===== src/rtl/serial_subtractor_pkg.sv =====
// Shared types and defaults for the bit-serial subtractor.
package serial_subtractor_pkg;

  localparam int unsigned DEFAULT_WIDTH = 8;

  typedef enum logic [1:0] {
    S_IDLE  = 2'd0,
    S_SHIFT = 2'd1,
    S_DONE  = 2'd2
  } state_t;

endpackage


===== src/rtl/serial_subtractor_bit.sv =====
// One-bit full subtractor: two half-subtractor stages, borrows ORed together.
module full_subtractor_bit (
  input  logic x,
  input  logic y,
  input  logic bin,
  output logic d,
  output logic bout
);

  logic d1;
  logic b1;
  logic b2;

  assign d1   = x ^ y;
  assign b1   = ~x & y;
  assign d    = d1 ^ bin;
  assign b2   = ~d1 & bin;
  assign bout = b1 | b2;

endmodule


===== src/rtl/serial_subtractor.sv =====
// Bit-serial a - b, LSB first, one bit per clock with a registered borrow chain.
module serial_subtractor
  import serial_subtractor_pkg::*;
#(
  parameter int unsigned WIDTH = DEFAULT_WIDTH
) (
  input  logic             clk,
  input  logic             rst_n,
  input  logic             start,
  input  logic [WIDTH-1:0] a,
  input  logic [WIDTH-1:0] b,
  output logic             busy,
  output logic             done,
  output logic [WIDTH-1:0] diff,
  output logic             borrow,
  output logic             zero
);

  localparam int unsigned CNT_W = (WIDTH > 1) ? $clog2(WIDTH) : 1;
  localparam logic [CNT_W-1:0] CNT_LAST = CNT_W'(WIDTH - 1);

  state_t           state, state_next;
  logic [WIDTH-1:0] a_sh, a_sh_next;
  logic [WIDTH-1:0] b_sh, b_sh_next;
  logic [WIDTH-1:0] res, res_next;
  logic [CNT_W-1:0] cnt, cnt_next;
  logic             br, br_next;
  logic [WIDTH-1:0] diff_next;
  logic             borrow_next;
  logic             zero_next;
  logic             busy_next;
  logic             done_next;
  logic             bit_d;
  logic             bit_bout;

  full_subtractor_bit u_cell (
    .x    (a_sh[0]),
    .y    (b_sh[0]),
    .bin  (br),
    .d    (bit_d),
    .bout (bit_bout)
  );

  // Next-state, datapath and registered-output logic.
  always_comb begin
    state_next  = state;
    a_sh_next   = a_sh;
    b_sh_next   = b_sh;
    res_next    = res;
    cnt_next    = cnt;
    br_next     = br;
    diff_next   = diff;
    borrow_next = borrow;
    zero_next   = zero;
    unique case (state)
      S_IDLE: begin
        if (start) begin
          a_sh_next  = a;
          b_sh_next  = b;
          br_next    = 1'b0;
          cnt_next   = '0;
          state_next = S_SHIFT;
        end
      end
      S_SHIFT: begin
        res_next  = {bit_d, res[WIDTH-1:1]};
        a_sh_next = {1'b0, a_sh[WIDTH-1:1]};
        b_sh_next = {1'b0, b_sh[WIDTH-1:1]};
        br_next   = bit_bout;
        cnt_next  = cnt + CNT_W'(1);
        if (cnt == CNT_LAST) begin
          // Only the completed result becomes visible.
          diff_next   = res_next;
          borrow_next = bit_bout;
          zero_next   = (res_next == '0);
          cnt_next    = '0;
          state_next  = S_DONE;
        end
      end
      S_DONE:  state_next = S_IDLE;
      default: state_next = S_IDLE;
    endcase
    busy_next = (state_next == S_SHIFT);
    done_next = (state_next == S_DONE);
  end

  always_ff @(posedge clk) begin
    if (!rst_n) begin
      state  <= S_IDLE;
      a_sh   <= '0;
      b_sh   <= '0;
      res    <= '0;
      cnt    <= '0;
      br     <= 1'b0;
      diff   <= '0;
      borrow <= 1'b0;
      zero   <= 1'b0;
      busy   <= 1'b0;
      done   <= 1'b0;
    end else begin
      state  <= state_next;
      a_sh   <= a_sh_next;
      b_sh   <= b_sh_next;
      res    <= res_next;
      cnt    <= cnt_next;
      br     <= br_next;
      diff   <= diff_next;
      borrow <= borrow_next;
      zero   <= zero_next;
      busy   <= busy_next;
      done   <= done_next;
    end
  end

endmodule


===== config.mk =====
export PLATFORM = sky130hd
export DESIGN_NAME = serial_subtractor
export DESIGN_NICKNAME = d
export VERILOG_FILES = /design/src/rtl/serial_subtractor_pkg.sv /design/src/rtl/serial_subtractor_bit.sv /design/src/rtl/serial_subtractor.sv
export SDC_FILE = /design/constraint.sdc
export NUM_CORES = 1
export LEC_CHECK = 0
export CAP_MARGIN = 30
export CORE_AREA = 5 5 85 87
export DETAILED_ROUTE_END_ITERATION = 16
export DIE_AREA = 0 0 90 92
export PLACE_DENSITY = 0.51
export SLEW_MARGIN = 10
export SYNTH_ARGS = -nofsm -noshare
export SYNTH_HDL_FRONTEND = slang
export SYNTH_HIERARCHICAL = 1
export SYNTH_SLANG_ARGS = --single-unit
export TNS_END_PERCENT = 5

===== constraint.sdc =====
create_clock -name clk -period 1.9 [get_ports clk]
set_input_delay 0.38 -clock clk [delete_from_list [all_inputs] [get_ports clk]]
set_output_delay 0.38 -clock clk [all_outputs]
set_load 0.02 [all_outputs]

== Yosys cells after proc, flatten, opt, wreduce, memory -nomap -nowiden ==
Cells that the tools add are included.

* Register bits: 42
* Bits in latches: 0
* Memory bits (writable): 0
* ROM bits: 0
* Input bits: 19
* Output and inout port bits: 12
* Logic and storage cells: 41
* Memories kept: 0

* $add $sub $neg: 1
* $mul: 0
* Div/mod/pow operators: 0
* $lt $le $gt $ge: 0
* Equality and inequality tests: 5
* Shifts and indexed selects: 0
* Muxes and demuxes: 12
* Bitwise operators: 7
* Reduce and logical (&&, ||, !) cells: 5

{| class="wikitable"
|+ Operators with widths
! operator !! number
|-
| 8-bit case mux with 2 select lines || 2
|-
| 8-bit two-way mux || 2
|-
| 8-bit zero test || 1
|-
| 3-bit two-way mux || 2
|-
| 3-bit case mux with 2 select lines || 1
|-
| 2-bit by 1-bit == test with 1-bit output (second input constant) || 2
|-
| 2-bit two-way mux || 2
|-
| 2-bit case mux with 2 select lines || 1
|-
| 2-bit AND reduction || 2
|-
| 3-bit by 1-bit adder with 3-bit output (second input constant) || 1
|-
| 3-bit == test (second input constant) || 1
|-
| 1-bit AND || 2
|-
| 2-bit == test (second input constant) || 1
|-
| 2-bit zero test || 1
|-
| 2-bit inequality test (second input constant) || 1
|-
| 1-bit NOT || 2
|-
| 1-bit case mux with 2 select lines || 1
|-
| 2-bit nonzero test || 1
|-
| 1-bit bitwise XOR || 2
|-
| 1-bit two-way mux || 1
|-
| 1-bit OR || 1
|}

== Logic depth before layout (Yosys ltp) ==
* Depth after elaboration: 5
* Mapped depth: 6
* Mapped depth without buffers: 5

== Modules after synthesis ==
Netlist, hierarchy kept.

{| class="wikitable"
|+ By module, submodules not included
! module !! instances !! cells an instance !! area an instance (um^2) !! seq. area each (um^2)
|-
| serial_subtractor || 1 || 192 || 1803.0 || 820.8
|-
| full_subtractor_bit || 1 || 4 || 31.3 || 0.0
|}

== Least setup slack after synthesis ==
OpenSTA, ideal clock, no wires.

* Path type: register to register
* Start: register b_sh[0]
* End: register zero
* Setup time: 0.059 ns
* Arrival: 1.269 ns
* Required time: 1.841 ns
* Path slack: 0.572 ns
* Cell stages (with the launch flop): 6
* Path buffers: 0
* Clock period less this slack: 1.328 ns
* Cells stage by stage: dfxtp_1 > inv_1 > fa_1 > nor4_1 > nand4_1 > nand2_1

* Word-level cells in the longest chain between the ends: 3

{| class="wikitable"
|+ Ends and longest elaborated chain
! element !! RTL line !! source
|-
| start, declared || serial_subtractor.sv:24 || <nowiki>logic [WIDTH-1:0] b_sh, b_sh_next;</nowiki>
|-
| start signal, assigned || serial_subtractor.sv:103 || <nowiki>b_sh <= b_sh_next;</nowiki>
|-
| 1-bit bitwise XOR || serial_subtractor_bit.sv:14 || <nowiki>assign d1 = x ^ y;</nowiki>
|-
| 1-bit bitwise XOR || serial_subtractor_bit.sv:16 || <nowiki>assign d = d1 ^ bin;</nowiki>
|-
| named net bit_d || serial_subtractor.sv:33 || <nowiki>logic bit_d;</nowiki>
|-
| 8-bit zero test || serial_subtractor.sv:75 || <nowiki>zero_next = (res_next == '0);</nowiki>
|-
| end signal, assigned || serial_subtractor.sv:109 || <nowiki>zero <= zero_next;</nowiki>
|-
| end, declared || serial_subtractor.sv:16 || <nowiki>output logic zero</nowiki>
|}

The timed path passes the listed nets, and every way through them passes these cells.
A chain may end at the register's enable or synchronous reset.

== Worst setup path after layout ==
* Start: register diff[6]
* End: output diff[6]

{| class="wikitable"
|+ RTL lines
! element !! RTL line !! source
|-
| start, declared || serial_subtractor.sv:14 || <nowiki>output logic [WIDTH-1:0] diff,</nowiki>
|-
| start signal, assigned || serial_subtractor.sv:107 || <nowiki>diff <= diff_next;</nowiki>
|}

No word-level cell between the ends.

==> metrics.yaml <==
run_status:
  status: "complete, no violations"
floorplan:
  fp.coreArea_um2: 6280
  start_util: 0.292
  row_count: 29
  die_w_um: 90
  die-area_um2: 8280
  die_y_um: 92
  io-pin-count: 31
layout:
  drive_above_1_share: 0.192
  utilization: 0.358
  syn_to_final_growth_pct: 22.6
  n_antenna_cell: 0
  finish.instance_area_um2: 2250
  nets: 245
  instances_no_fill: 301
clocking:
  cts_sinks: 41
  numCtsBuffers: 5
  clockRootBuffer: "clkbuf_8"
  path_clk_slew_ps: 80
  cts_max_path_buffers: 2
  cts_setup_buffers: 0
  cts_resized: 0
  holdBufCountCts: 0
  clock_latency_ps: 290
  tritoncts: "yes"
  cts_max_level: 2
critical_path:
  cp_cell_sequence: "clkdlybuf4s50_1"
  cp.arrival_ps: 1230
  startpoint: "diff[6]"
  reg2regPathDepth: 5
  crit_path_max_incr_delay_ps: 600
  r2r-start: "cnt[0]"
  slowest_stage: "clkdlybuf4s50_1"
  cp-start-kind: "register"
  critPathMaxFanout: 2
  r2r_end: "diff[6]"
  critPathTopFamily: "buffers and inverters"
  criticalPathCategory: "register to output pin"
  cp_num_cells: 1
  cp.required_ps: 1520
  critPathCapture: "diff[6]"
  path_buf_inv: 1
  regToRegSetupSlack_ps: 440
  cp-end-kind: "output pin"
timing:
  finalSetupViolCount: 0
  rsz0062_at_grt: "no"
  finalCriticalPeriod_ps: 1610
  hold_viol_final: 0
  finalSetupTns_ps: 0
  final_max_slew_viol_count: 0
  fin_crit_sh: 0.849
  maxSlewHeadroom: 0.754
  tightest_slew_ps: 368
  fmax_ghz: 0.620
  finalClockSkew_ps: 6.38
global_routing:
  grt_busiest_layer: "met2"
  grt_max_degree: 43
  grt_pass1_wl_mm: 6.52
  grt_use_total: 0.0950
  grt-ovfl-total: 0
  use_met1: 0.128
  grt_use_met3: 0.0295
  grt_pass1_vias: 1336
  met2_usage: 0.141
  grt_antenna_before_repair: 0
synthesis:
  synth_cell_types: 32
  synthFlopType: "dfxtp_1"
  syn_area_per_cell_um2: 9.36
  synth_edf_count: 0
  synthArstFlopShare: 0
  synth_top_area_cell: "dfxtp_1"
  synth_nets: 218
  ys_warn_count: 6
  synth.most_common_cell: "nand2_1"
  ys_seq_area_frac: 0.447
  ys_seq_elements: 41
  synth_area_leaders: "dfxtp_1, a21oi_2, nand2_1, a21boi_1, o21ai_0"
  ys_top_cells_by_count: "nand2_1, dfxtp_1, a21oi_2, a21boi_1, o21ai_0"
  synth_area_um2: 1830
  syn_inst: 196
  yosysTopAreaCellShare: 0.447
placed_design:
  numPortBuffers: 30
  gp_congestion: 0.696
  place_hpwl_mm: 2.47
  dp_cells: 293
  post_dp_cell_area_um2: 2150
power_and_ir_drop:
  peakVddDrop_mv: 0.347
  p_leak_nw: 0.797
  powerDensity_nw_per_um2: 785
  p_total_mw: 1.77
drt:
  postRouteAntennaNets: 0
  wl_mm: 3.69
  drt_iter0_markers: 51
  num_vias: 1369
  wl_per_cell_um: 12.3
  drcViolationCount: 0
  routed_via_density: 4.55
  firstDrtPassIters: 4
run:
  drv_cap: 0
min_path:
  hp-class: "register to register"
[per-stage QoR]
step | setup WS, ps | hold slack (ps)
floorplan | 572 | 444
global placement | 367 | 442
detailed placement | 355 | 448
CTS | 260 | 459
global route | 225 | 479
finish | 287 | 453
[sequential cells by signal, summed over array words and instances (netlist names)]
| register | cells |
|---|---|
| b_sh | 8 |
| a_sh | 8 |
| busy | 1 |
| res | 7 |
| done | 1 |
| borrow | 1 |
| state | 2 |
| br | 1 |
| diff | 8 |
| cnt | 3 |
| zero | 1 |
[cells in the final DEF (no fill, tap or decap), drive strengths merged, types with 4 or more instances in the layout]
master          n
clkdlybuf4s50  30
a21oi          28
o21ai          14
dfxtp          41
clkbuf          7
buf             4
nor2b           6
nand2          49
a22oi           4
a21boi         17
inv             4
[report_power, final]
part           total, mW  internal [mW]  leakage, nW  switching, mW
Clock              0.625          0.328       0.0542          0.297
Sequential         0.921          0.895        0.335         0.0258
Combinational      0.220          0.106        0.407          0.113
Total               1.77           1.33        0.797          0.436
[cell type report]
class | count | area, um2
multi-input cells | 137 | 872
well taps | 77 | 96.3
fillers | 687 | 4030
flip-flops and latches | 41 | 821
repair buffers | 34 | 343
clock buffers | 7 | 96.3
clock inverters | 1 | 5.00
inverters | 4 | 15.0
[logic make-up (layout without fill, tap and decap cells)]
family | count (synthesis) | after routing | synth area share
fa+ha+maj | 3 | 3 | 0.0246
simple gates | 68 | 68 | 0.177
flops | 41 | 41 | 0.447
compound gates | 66 | 66 | 0.274
buf+inv | 18 | 46 | 0.0771
[how the worst min path moves through the flow]
stage                       start  endpoint  slack, ps  depth (start not counted)
final                     diff[3]   diff[3]        450                          2
after global routing       borrow    borrow        480                          2
after CTS                 diff[3]   diff[3]        460                          2
after detailed placement  diff[3]   diff[3]        450                          2
after global placement    diff[3]   diff[3]        440                          2
after floorplan            cnt[0]    cnt[0]        440                          2
[routing by layer]
layer / share of wire / vias up
met5: 0 / -
met4: 0.014 / 0
met3: 0.052 / 5
met2: 0.43 / 28
met1: 0.51 / 622
li1: - / 714
Note: power is estimated with default switching activity, not from simulation.
